===== config.mk =====
export PLATFORM = sky130hd
export DESIGN_NAME = reg_file_8x8
export DESIGN_NICKNAME = d
export VERILOG_FILES = /design/src/rtl/reg_file_8x8.sv
export SDC_FILE = /design/constraint.sdc
export NUM_CORES = 1
export LEC_CHECK = 0
export BUFFER_PORTS_ARGS = -buffer_cell sky130_fd_sc_hd__buf_2
export CORE_MARGIN = 3
export CORE_UTILIZATION = 35
export CTS_CLUSTER_DIAMETER = 30
export DETAILED_ROUTE_END_ITERATION = 6
export GPL_TIMING_DRIVEN = 0
export PLACE_DENSITY = 0.52
export SLEW_MARGIN = 20
export SYNTH_ARGS = -nofsm -noshare
export SYNTH_HDL_FRONTEND = slang
export SYNTH_SLANG_ARGS = --single-unit

===== constraint.sdc =====
create_clock -name CLK -period 2.2 [get_ports CLK]
set_clock_uncertainty 0.15 [all_clocks]
set_input_delay 0 -clock CLK [delete_from_list [all_inputs] [get_ports CLK]]
set_output_delay 0 -clock CLK [all_outputs]
set_load 0.01 [all_outputs]

===== src/rtl/reg_file_8x8.sv =====
// Operand register file: two combinational read ports, one clocked write port.
// Optional same-cycle write forwarding and optional hardwired-zero register 0.
module reg_file_8x8 #(
    parameter int unsigned DATA_WIDTH = 8,
    parameter int unsigned ADDR_WIDTH = 3,
    parameter bit          BYPASS     = 1'b0,
    parameter bit          ZERO_REG   = 1'b0
) (
    input  logic                  CLK,
    input  logic                  RESETN,
    input  logic                  WRITEENABLE,
    input  logic [ADDR_WIDTH-1:0] WRITEREG,
    input  logic [DATA_WIDTH-1:0] WRITEDATA,
    input  logic [ADDR_WIDTH-1:0] READREG1,
    input  logic [ADDR_WIDTH-1:0] READREG2,
    output logic [DATA_WIDTH-1:0] REGOUT1,
    output logic [DATA_WIDTH-1:0] REGOUT2
);

    localparam int unsigned DEPTH = 1 << ADDR_WIDTH;

    logic [DATA_WIDTH-1:0] r_regs [DEPTH];

    logic w_wr_is_zero;
    logic w_wr_commit;
    logic w_rd1_is_zero;
    logic w_rd2_is_zero;
    logic w_fwd1;
    logic w_fwd2;

    always_comb begin
        w_wr_is_zero  = ZERO_REG && (WRITEREG == '0);
        w_rd1_is_zero = ZERO_REG && (READREG1 == '0);
        w_rd2_is_zero = ZERO_REG && (READREG2 == '0);
        w_wr_commit   = WRITEENABLE && !w_wr_is_zero;
        // Forwarding mirrors the commit condition so a port never shows a value that won't land.
        w_fwd1        = BYPASS && RESETN && w_wr_commit && (READREG1 == WRITEREG);
        w_fwd2        = BYPASS && RESETN && w_wr_commit && (READREG2 == WRITEREG);
    end

    always_ff @(posedge CLK) begin
        if (!RESETN) begin
            for (int i = 0; i < DEPTH; i++) begin
                r_regs[i] <= '0;
            end
        end else if (w_wr_commit) begin
            r_regs[WRITEREG] <= WRITEDATA;
        end
    end

    always_comb begin
        REGOUT1 = r_regs[READREG1];
        if (w_rd1_is_zero) begin
            REGOUT1 = '0;
        end else if (w_fwd1) begin
            REGOUT1 = WRITEDATA;
        end
    end

    always_comb begin
        REGOUT2 = r_regs[READREG2];
        if (w_rd2_is_zero) begin
            REGOUT2 = '0;
        end else if (w_fwd2) begin
            REGOUT2 = WRITEDATA;
        end
    end

endmodule


==> flow_metrics.env <==
export IMPL_status="complete, no violations"
export IMPL_numPortBuffers=28
export IMPL_via_per_inst=5.79
export IMPL_ctsHoldBuffers=0
export IMPL_initial_utilization_pct=37.1
export IMPL_synth_top_area_share_pct=54.5
export IMPL_nets=283
export IMPL_pre_cts_slack_ns=-0.0307
export IMPL_slowest_delay_ns=0.57
export IMPL_antenna_found_initial=0
export IMPL_num_fill_cells=921
export IMPL_drive_gt1_share_pct=25.8
export IMPL_die_y_um=106
export IMPL_min_delay_start="WRITEDATA[3]"
export IMPL_p_per_area_mw_per_mm2=706
export IMPL_synth_edf_count=64
export IMPL_clkPwrFrac_pct=33.8
export IMPL_cap_violations=0
export IMPL_arrival_ns=1.75
export IMPL_path_cells="mux4_1, mux2_2, buf_2"
export IMPL_gp_congestion=0.801
export IMPL_cts_tree="done"
export IMPL_drt_total_wl_mm=9.17
export IMPL_worst_path_max_delay_cell="mux4_1"
export IMPL_finalSetupViolations=0
export IMPL_rows=35
export IMPL_drtAntennaViolNets=0
export IMPL_dr_pass1_iters=4
export IMPL_cts_resized=0
export IMPL_hold_viol_final=0
export IMPL_ys_ff_latch=64
export IMPL_grt_pass1_vias=2361
export IMPL_critPathKind="reg2out"
export IMPL_crit_start="r_regs[1][0]$_SDFFCE_PN0P_"
export IMPL_slew_violations=0
export IMPL_async_flop_share_pct=0
export IMPL_path_clk_slew_ns=0.07
export IMPL_critPathLaunchType="flop"
export IMPL_pwr_share_comb_pct=15.0
export IMPL_overflow=0
export IMPL_synth_area_leader_cell="edfxtp_1"
export IMPL_largestRegisters="r_regs x64"
export IMPL_sw_frac_of_total_pct=25.2
export IMPL_coreArea_sq_mm=0.00950
export IMPL_p_seq_share_pct=51.2
export IMPL_die_x_um=106
export IMPL_hold_end="r_regs[2][3]$_SDFFCE_PN0P_"
export IMPL_worstPathRequired_ns=2.05
export IMPL_ios=36
export IMPL_track_usage_pct=16.9
export IMPL_worstHoldPathType="in2reg"
export IMPL_crit_path_max_fanout=2
export IMPL_relSlewSlack_pct=39.8
export IMPL_stdcell_count=396
export IMPL_drc=0
export IMPL_largest_reg_flops=64
export IMPL_grt_max_degree=11
export IMPL_intPower_uw=2120
export IMPL_synthCells=223
export IMPL_period_needed_ns=1.90
export IMPL_vias=2292
export IMPL_grt_first_pass_wirelength_mm=13.7
export IMPL_synth_area_sq_mm=0.00352
export IMPL_cp_end_kind="output port"
export IMPL_numCtsBuffers=9
export IMPL_finalCritPeriodShare_pct=86.4
export IMPL_cts_root_buf="clkbuf_8"
export IMPL_yosysSeqAreaShare_pct=54.5
export IMPL_die_area_sq_mm=0.0113
export IMPL_rsz0062_at_grt="false"
export IMPL_hold_path_depth=3
export IMPL_antennaDiodeCount=0
export IMPL_regMostFlops="r_regs"
export IMPL_cp_num_buf_inv=1
export IMPL_synthTopCellsByCount="edfxtp_1, nor3_1, mux4_1"
export IMPL_cp_top_family="multiplexers"
export IMPL_h_tree_depth=3
export IMPL_clockBufferDepth=2
export IMPL_clock_sinks=64
export IMPL_fmax_mhz=526
export IMPL_synthTopCellsByArea="edfxtp_1, mux4_1, nor3_1"
export IMPL_tightest_slew_ns=0.896
export IMPL_post_cts_buffers=0
export IMPL_wl_per_cell_um=23.2
export IMPL_ir_worst_vdd_mv=0.340
export IMPL_placed_cells=381
export IMPL_leakage_uw=0.00136
export IMPL_synth_flop_cell="edfxtp_1"
export IMPL_syn_avg_cell_area_sq_um=15.8
export IMPL_fin_ws_ns=0.299
export IMPL_power_switching_uw=716
export IMPL_ys_warn_count=0
export IMPL_drt_initial_drc_count=162
export IMPL_syn2layout_area_growth_pct=14.1
export IMPL_mappedNetlistNets=243
export IMPL_synth_most_common_cell="edfxtp_1"
export IMPL_synth_cell_types=18
export IMPL_dpl_hpwl_mm=6.39
## tightest hold or removal path, stage by stage
cell and delay (ns):
buf_2 0.07, inv_1 0.12, nor3_1 0.20
## power by group through the flow
| stage | Clock [uW] | Combinational [uW] | Sequential [uW] |
|---|---|---|---|
| 3_3_place_gp | 0 | 422 | 1470 |
| 5_1_grt | 1020 | 454 | 1460 |
| 4_1_cts | 966 | 431 | 1450 |
| 3_5_place_dp | 0 | 429 | 1480 |
| 2_1_floorplan | 0 | 282 | 1460 |
| 6_report | 960 | 424 | 1450 |
## cell type report
type                    instances  area, sq um  area share, %
multi-input cells             125         1430           35.7
well taps                     129          161           4.02
flip-flops and latches         64         1920           47.8
plain buffers                  26          148           3.67
clock inverters                 5         48.8           1.21
repair buffers                 29          148           3.67
inverters                       8         30.0          0.747
clock buffers                  10          128           3.18
## through the flow
step	area (sq um)	TNS [ns]	total power (uW)	util, %	hold WS, ns
floorplan	3520	0	1740	-	0.228
global placement	3820	-11.50	1900	40.3	0.363
detailed placement	3840	-0.241	1910	40.4	0.380
CTS	4020	0	2850	42.3	0.0171
global route	4020	0	2930	42.3	0.0396
finish	4020	0	2840	42.3	0.0279
## layout by cell type, fill, tap and decap left out, drive strengths merged
cell / count
edfxtp: 64
nor3: 48
buf: 39
mux4: 32
clkbuf: 26
mux2: 16
nor4: 16
inv: 8
o21ai: 6
clkinv: 4
nand2b: 2
o31ai: 2
nand3b: 1
nand3: 1
nand2: 1
bufinv: 1
## worst max path at each step
stage / end / slack [ns] / depth (start not counted)
6_report: REGOUT1[0] / 0.30 / 3
3_3_place_gp: r_regs[6][2]$_SDFFCE_PN0P_ / -0.44 / 4
4_1_cts: REGOUT1[0] / 0.28 / 3
5_1_grt: r_regs[7][2]$_SDFFCE_PN0P_ / 0.17 / 4
3_5_place_dp: r_regs[7][2]$_SDFFCE_PN0P_ / -0.03 / 4
2_1_floorplan: r_regs[1][0]$_SDFFCE_PN0P_ / 0.48 / 3
## cells by family (layout without fill, tap and decap cells)
family,count (synthesis),after routing,synth area share [%]
AND/OR/NAND/NOR,69,69,10.5
flip-flops,64,64,54.5
multiplexers,48,48,28.7
buffers and inverters,34,78,5.04
AO/OA/AOI/OAI,8,8,1.28
## per-layer routing
layer	track usage, %	wire (um)
met1	22.1	4030
met2	27.6	4500
met3	3.76	500
met4	6.29	138
met5	0	0
(Power assumes the default switching activity.)
